File: config.mk
export PLATFORM = sky130hd
export DESIGN_NAME = fir_lanes_mac
export DESIGN_NICKNAME = d
export VERILOG_FILES = /design/src/rtl/fir_lanes_mac.sv
export SDC_FILE = /design/constraint.sdc
export NUM_CORES = 2
export LEC_CHECK = 0
export BUFFER_PORTS_ARGS = -buffer_cell sky130_fd_sc_hd__buf_4
export CORE_MARGIN = 1
export CORE_UTILIZATION = 38
export CTS_CLUSTER_SIZE = 28
export DETAILED_ROUTE_END_ITERATION = 10
export SKIP_LAST_GASP = 1
export SLEW_MARGIN = 20
export SYNTH_ARGS = -nofsm -noshare
export SYNTH_HDL_FRONTEND = slang
export SYNTH_SLANG_ARGS = --single-unit
File: constraint.sdc
create_clock -name clk -period 55.1 [get_ports clk]
set_input_delay 5.51 -clock clk [delete_from_list [all_inputs] [get_ports clk]]
set_output_delay 5.51 -clock clk [all_outputs]
set_load 0.02 [all_outputs]
File: src/rtl/fir_lanes_mac.sv
// Time-multiplexed FIR filter: one signed MAC serves LANES packed samples per
// 4-phase handshake word. Includes coefficient load, bypass and round/saturate.
module fir_lanes_mac #(
  parameter int NR_STAGES = 32,
  parameter int DWIDTH    = 16,
  parameter int LANES     = 2,
  parameter int LWIDTH    = LANES * DWIDTH,
  parameter int CWIDTH    = NR_STAGES * DWIDTH,
  parameter int ACCW      = 2 * DWIDTH + $clog2(NR_STAGES)
) (
  input  logic              clk,
  input  logic              rst,
  output logic              req_in,
  input  logic              ack_in,
  input  logic [0:LWIDTH-1] data_in,
  output logic              req_out,
  input  logic              ack_out,
  output logic [0:LWIDTH-1] data_out,
  input  logic [0:CWIDTH-1] h_in,
  input  logic              coef_ld,
  input  logic              bypass,
  output logic              sat_sticky
);

  localparam int TAP_W  = $clog2(NR_STAGES);
  localparam int LANE_W = (LANES > 1) ? $clog2(LANES) : 1;
  localparam logic [TAP_W-1:0]  LAST_TAP  = TAP_W'(NR_STAGES - 1);
  localparam logic [LANE_W-1:0] LAST_LANE = LANE_W'(LANES - 1);
  localparam logic signed [ACCW:0] RND_HALF = (ACCW + 1)'(2 ** (DWIDTH - 2));
  localparam logic signed [ACCW:0] Y_MAX    = (ACCW + 1)'(2 ** (DWIDTH - 1) - 1);
  localparam logic signed [ACCW:0] Y_MIN    = -((ACCW + 1)'(2 ** (DWIDTH - 1)));

  typedef enum logic [2:0] {
    S_FETCH, S_WAIT_IN, S_SHIFT, S_MAC, S_ROUND, S_OUT, S_WAIT_OUT
  } state_t;

  state_t state, state_next;

  logic signed [DWIDTH-1:0] x [NR_STAGES];
  logic signed [DWIDTH-1:0] h [NR_STAGES];
  logic signed [ACCW-1:0]   acc;
  logic [TAP_W-1:0]         tap;
  logic [LANE_W-1:0]        lane;
  logic [0:LWIDTH-1]        in_word;
  logic [0:LWIDTH-1]        out_buf;
  logic                     byp;

  logic signed [2*DWIDTH-1:0] prod;
  logic signed [ACCW:0]       rnd;
  logic signed [ACCW:0]       shifted;
  logic [DWIDTH-1:0]          y;
  logic                       sat;
  logic [DWIDTH-1:0]          lane_sample;
  logic [0:LWIDTH-1]          out_next;

  always_ff @(posedge clk) begin
    if (rst) state <= S_FETCH;
    else     state <= state_next;
  end

  always_comb begin
    state_next = state;
    case (state)
      S_FETCH:    if (req_in && ack_in) state_next = S_WAIT_IN;
      S_WAIT_IN:  if (!ack_in) state_next = byp ? S_OUT : S_SHIFT;
      S_SHIFT:    state_next = S_MAC;
      S_MAC:      if (tap == LAST_TAP) state_next = S_ROUND;
      S_ROUND:    state_next = (lane == LAST_LANE) ? S_OUT : S_SHIFT;
      S_OUT:      if (ack_out) state_next = S_WAIT_OUT;
      S_WAIT_OUT: if (!ack_out) state_next = S_FETCH;
      default:    state_next = S_FETCH;
    endcase
  end

  // Round half-up at the Q1.(DWIDTH-1) point, then clamp to the sample range.
  always_comb begin
    prod    = h[tap] * x[tap];
    rnd     = {acc[ACCW-1], acc} + RND_HALF;
    shifted = rnd >>> (DWIDTH - 1);
    sat     = 1'b0;
    if (shifted > Y_MAX) begin
      y   = Y_MAX[DWIDTH-1:0];
      sat = 1'b1;
    end else if (shifted < Y_MIN) begin
      y   = Y_MIN[DWIDTH-1:0];
      sat = 1'b1;
    end else begin
      y = shifted[DWIDTH-1:0];
    end
  end

  always_comb begin
    lane_sample = '0;
    out_next    = out_buf;
    for (int unsigned i = 0; i < LANES; i++) begin
      if (lane == LANE_W'(i)) begin
        lane_sample                  = in_word[i*DWIDTH +: DWIDTH];
        out_next[i*DWIDTH +: DWIDTH] = y;
      end
    end
  end

  always_ff @(posedge clk) begin
    if (rst) begin
      req_in     <= 1'b0;
      req_out    <= 1'b0;
      data_out   <= '0;
      sat_sticky <= 1'b0;
      acc        <= '0;
      tap        <= '0;
      lane       <= '0;
      in_word    <= '0;
      out_buf    <= '0;
      byp        <= 1'b0;
      for (int unsigned k = 0; k < NR_STAGES; k++) begin
        x[k] <= '0;
        h[k] <= '0;
      end
    end else begin
      // req_in is registered, so an acknowledge is only taken once it is high.
      req_in <= (state_next == S_FETCH);
      case (state)
        S_FETCH: begin
          if (req_in && ack_in) begin
            in_word <= data_in;
            byp     <= bypass;
            lane    <= '0;
          end else if (!ack_in && coef_ld) begin
            for (int unsigned k = 0; k < NR_STAGES; k++)
              h[k] <= h_in[k*DWIDTH +: DWIDTH];
            sat_sticky <= 1'b0;
          end
        end
        S_WAIT_IN: begin
          if (!ack_in && byp) begin
            data_out <= in_word;
            req_out  <= 1'b1;
          end
        end
        S_SHIFT: begin
          x[0] <= lane_sample;
          for (int unsigned k = 1; k < NR_STAGES; k++) x[k] <= x[k-1];
          acc <= '0;
          tap <= '0;
        end
        S_MAC: begin
          acc <= acc + ACCW'(prod);
          tap <= tap + 1'b1;
        end
        S_ROUND: begin
          out_buf <= out_next;
          if (sat) sat_sticky <= 1'b1;
          if (lane == LAST_LANE) begin
            data_out <= out_next;
            req_out  <= 1'b1;
          end else begin
            lane <= lane + 1'b1;
          end
        end
        S_OUT: if (ack_out) req_out <= 1'b0;
        default: ;
      endcase
    end
  end

endmodule

## Word-level counts from Yosys, hierarchy flattened

Memories as Yosys holds them, arrays and structs flattened. A register that Yosys moved wholly into a read port is not among the register bits.
Index checks and enable logic that the tools add are counted.

| word-level totals | value |
|---|---|
| register bits | 146 |
| RAM bits | 1024 |
| output and inout port bits | 35 |
| memories | 2 |

Memory list:

| name | depth | width | read ports | clocked after Yosys merged registers in | write ports | line | text |
|---|---|---|---|---|---|---|---|
| h | 32 | 16 | 1 | 1 | 32 | 40 | `logic signed [DWIDTH-1:0] h [NR_STAGES];` |
| x | 32 | 16 | 32 | 1 | 32 | 39 | `logic signed [DWIDTH-1:0] x [NR_STAGES];` |

| cells by class | value |
|---|---|
| add/subtract/negate cells | 4 |
| multiply operators | 1 |
| magnitude comparators | 2 |
| equal/unequal tests | 14 |
| muxes and demuxes | 109 |
| bitwise logic cells | 64 |
| reduce and logical (&&, ||, !) cells | 15 |

Operator list:

| cell | count |
|---|---|
| 16-bit 2-to-1 mux | 69 |
| 37-bit case mux with 2 select lines | 1 |
| 32-bit 2-to-1 mux | 2 |
| 1-bit OR | 64 |
| 32-bit case mux with 2 select lines | 1 |
| 37-bit by 16-bit adder with 38-bit output (second input constant) | 1 |
| 37-bit by 32-bit adder with 37-bit output | 1 |
| 16-bit by 16-bit multiplier with 32-bit output | 1 |
| 23-bit by 16-bit greater-than comparator with 1-bit output (second input constant) | 1 |
| 23-bit by 16-bit less-than comparator with 1-bit output (second input constant) | 1 |
| 3-bit 2-to-1 mux | 7 |
| 3-bit case mux with 7 select lines | 1 |
| 1-bit 2-to-1 mux | 20 |
| 5-bit 2-to-1 mux | 4 |
| 2-bit inequality test (second input constant) | 7 |
| 5-bit case mux with 2 select lines | 1 |
| 3-bit equality test (second input constant) | 3 |
| 4-bit AND reduction | 2 |
| 3-bit by 2-bit equality test with 1-bit output (second input constant) | 2 |
| 3-bit logical NOT | 2 |
| 2-bit nonzero test | 3 |
| 5-bit by 1-bit adder with 5-bit output (second input constant) | 1 |
| 5-bit equality test (second input constant) | 1 |
| 1-bit case mux with 2 select lines | 2 |
| 8 further kinds | 11 |

## Depth between registers and ports, before layout

| logic depth | value |
|---|---|
| word-level depth | 8 |
| gate-level depth with buffers | 31 |
| depth with buffers taken out | 27 |

## Worst setup path before layout

Ideal clock, no wire load.

| path | value |
|---|---|
| path type | register to register |
| from | reg state[0] |
| to | mem x[0][0] (enable) |
| setup time | 2.099 ns |
| arrival | 36.551 ns |
| required time | 53.001 ns |
| path slack | 16.451 ns |
| stages on the path, launching flop included | 5 |
| buffers on the path | 3 |
| period minus slack after synthesis | 38.649 ns |
| cells stage by stage | dfxtp_1 > clkbuf_1 > clkbuf_1 > clkbuf_1 > o21ai_0 |

RTL lines:

| item | line | text |
|---|---|---|
| start, declared | 37 | `state_t state, state_next;` |
| start signal, assigned | 58 | `else state <= state_next;` |
| end, declared | 39 |  |

==> results_dict.tcl <==
set metrics [dict create \
    postCtsSetupBuffers 0 \
    die_w_um 409.3 \
    finalCritPeriodShare 0.1990 \
    rows 149 \
    cts_tree "done" \
    netlist_area_mm2 0.06303 \
    core_area_mm2 0.1648 \
    setup_tns_ns 0 \
    dieArea_mm2 0.1675 \
    crit_path_max_fanout 43 \
    die_h_um 409.3 \
    end_kind "flip-flop" \
    wirelength_um 166600 \
    yosysMostFrequentCell "edfxtp_1" \
    drive_gt1_frac 0.2348 \
    p_leak_uw 0.02871 \
    vias_per_cell 5.143 \
    grt.overflow.total 0 \
    synth-seq-cells 1163 \
    wire_per_inst_um 22.51 \
    tightestPinTransition_ns 1.086 \
    drc 0 \
    power.density_mw_per_mm2 36.54 \
    ant_nets 0 \
    slew_headroom 0.2762 \
    min_path_type "reg -> reg" \
    initial_core_util 0.3825 \
    fin_ws_ns 44.14 \
    ctsResizeCount 0 \
    insertion_delay_ns 0.77 \
    synth.avg_cell_area_um2 13.71 \
    layout.cells.non_filler 7404 \
    synth_ff_type "edfxtp_1" \
    yosys.area.top_type_share 0.4878 \
    area_delta_synth_final_pct 17.15 \
    cts_made_buffers 130 \
    grt_use_total 0.1999 \
    cts_buffer_depth 3 \
    grt_util_met3 0.03329 \
    cpPeakStageDelay_ns 0.84 \
    port_buffers 584 \
    required_ns 55.75 \
    drt_iter0_markers 3329 \
    hold_buffers 0 \
    grt.busiest_layer "met2" \
    gp_congestion 0.9040 \
    setup_viol 0 \
    hp-start "acc[1]" \
    synthCells 4598 \
    grt_antenna_before_repair 15 \
    outcome "completed" \
    grt_pass1_wl_um 252100 \
    synth_edf_count 1024 \
    syn-num-nets 5578 \
    synthDistinctLibCells 74 \
    period_needed_ns 10.96 \
    num-nets-final 6082 \
    globalRouteMet2Util 0.3296 \
    peakVddDrop_uv 31.55 \
    crit_type "reg -> reg" \
    timing.fmax_ghz 0.09121 \
    synth_area_leaders "edfxtp_1 (49%), mux4_2 (11%), fa_1 (10%)" \
    yosysWarnings 0 \
    finalPower_uw 2698 \
    crit_path_frequent_cell "fa_1" \
    rsz0062_at_grt "no" \
    pre_cts_ws_ns 43.94 \
    cts_root_buf "clkbuf_16" \
    clock_skew_ns 0.02184 \
    worst-path-buf-inv 7 \
    cp_slowest_cell "fa_1" \
    hpwl_um 119700 \
    yosysSeqAreaShare 0.5320 \
    hold_viol 0 \
    yosys-top-cells-count "edfxtp_1 (1024), and2_1 (565), nor2b_1 (458)" \
    worstPathArrival_ns 11.62 \
    dp.cells 7157 \
    drv_cap 0 \
    report.final.slew_viol_count 0 \
    synth_top_area_cell "edfxtp_1" \
    path_delay_family "adder cells" \
    grt_max_degree 256 \
    h-tree-depth 4 \
    firstDrtPassIters 7 \
    cts_sinks 1163 \
    grt_pass1_vias 40011 \
    io_pins 585 \
    vias 38080 \
    use_met1 0.2642 \
    clk_pin_slew_ns 0.06 \
    postSynth.asyncResetShare 0 \
    start_kind "flip-flop" \
]
## cell type report
| class | instances | area [um^2] |
|---|---|---|
| tap | 2189 | 2739 |
| inverter | 366 | 1374 |
| fill | 14921 | 90960 |
| antenna | 11 | 27.53 |
| clock buffer | 166 | 3512 |
| timing repair buffer | 644 | 4932 |
| clock inverter | 68 | 684.4 |
| sequential | 1163 | 33550 |
| multi-input combinational | 2797 | 27030 |
## placed cells by master, fill, tap and decap left out, drive strengths merged, types with 10 or more instances in the layout
cell type  instances
buf              644
xor2              19
ha               112
nor3              18
a21oi            105
a211oi            12
mux4             320
mux2i             32
clkbuf           166
nand3             53
inv              370
nor2b            458
mux2              19
xnor2             32
clkinv            53
a311oi            19
diode             11
nor2             244
fa               318
and3              16
edfxtp          1024
o21ai             51
dfxtp            139
and2             565
bufinv            11
a21o              11
nand4             10
a22oi             19
nand2b            15
nand2            256
o21a              12
## sequential cells by signal, summed over array words and instances, names as in the netlist, named ones only
register,flops
h,512
x,512
acc,37
data_out,32
in_word,32
out_buf,20
tap,5
state,3
byp,1
lane,1
req_in,1
req_out,1
sat_sticky,1
## through the flow
stage          area [um^2]  hold slack, ns  utilization
2_1_floorplan        63030          0.4362            -
3_3_place_gp         69560          0.4438       0.4221
3_5_place_dp         69560          0.4520       0.4221
4_1_cts              73760          0.4598       0.4476
5_1_grt              73840          0.4839       0.4480
6_report             73850          0.4621       0.4481
## power breakdown
part | total [uW] | internal (uW) | switching (uW)
combinational | 774 | 332 | 442
clock | 864 | 504 | 360
sequential | 1060 | 1030 | 27.0
## worst min-delay path: stages, from the launching register on
cell and delay, ns:
dfxtp_1 0.31, nand2_1 0.05, a21oi_1 0.05
## cell families after synthesis
kind of cell | count (synthesis) | synth area share
AND/OR/NAND/NOR | 1659 | 0.1443
AO/OA/AOI/OAI | 286 | 0.02918
flip-flops | 1163 | 0.5320
adder cells (fa/ha/maj) | 430 | 0.1232
multiplexers | 371 | 0.1241
XOR/XNOR | 51 | 0.007205
buffers and inverters | 638 | 0.04006
## path summary, 6_finish.rpt
path	slack [ns]	depth (start not counted)	end
max reg2reg	44.14	27	acc[36]
max	44.14	27	acc[36]
min reg2reg	0.46	2	acc[1]
min	0.46	2	acc[1]
## metal layers
layer	up-vias	part of all wire	routed length, um
met4	8	0.036	5936
met5	-	0.00039	65
met3	254	0.054	9022
li1	17085	-	-
met1	19491	0.42	69250
met2	1242	0.49	82360
(Power assumes the default switching activity.)
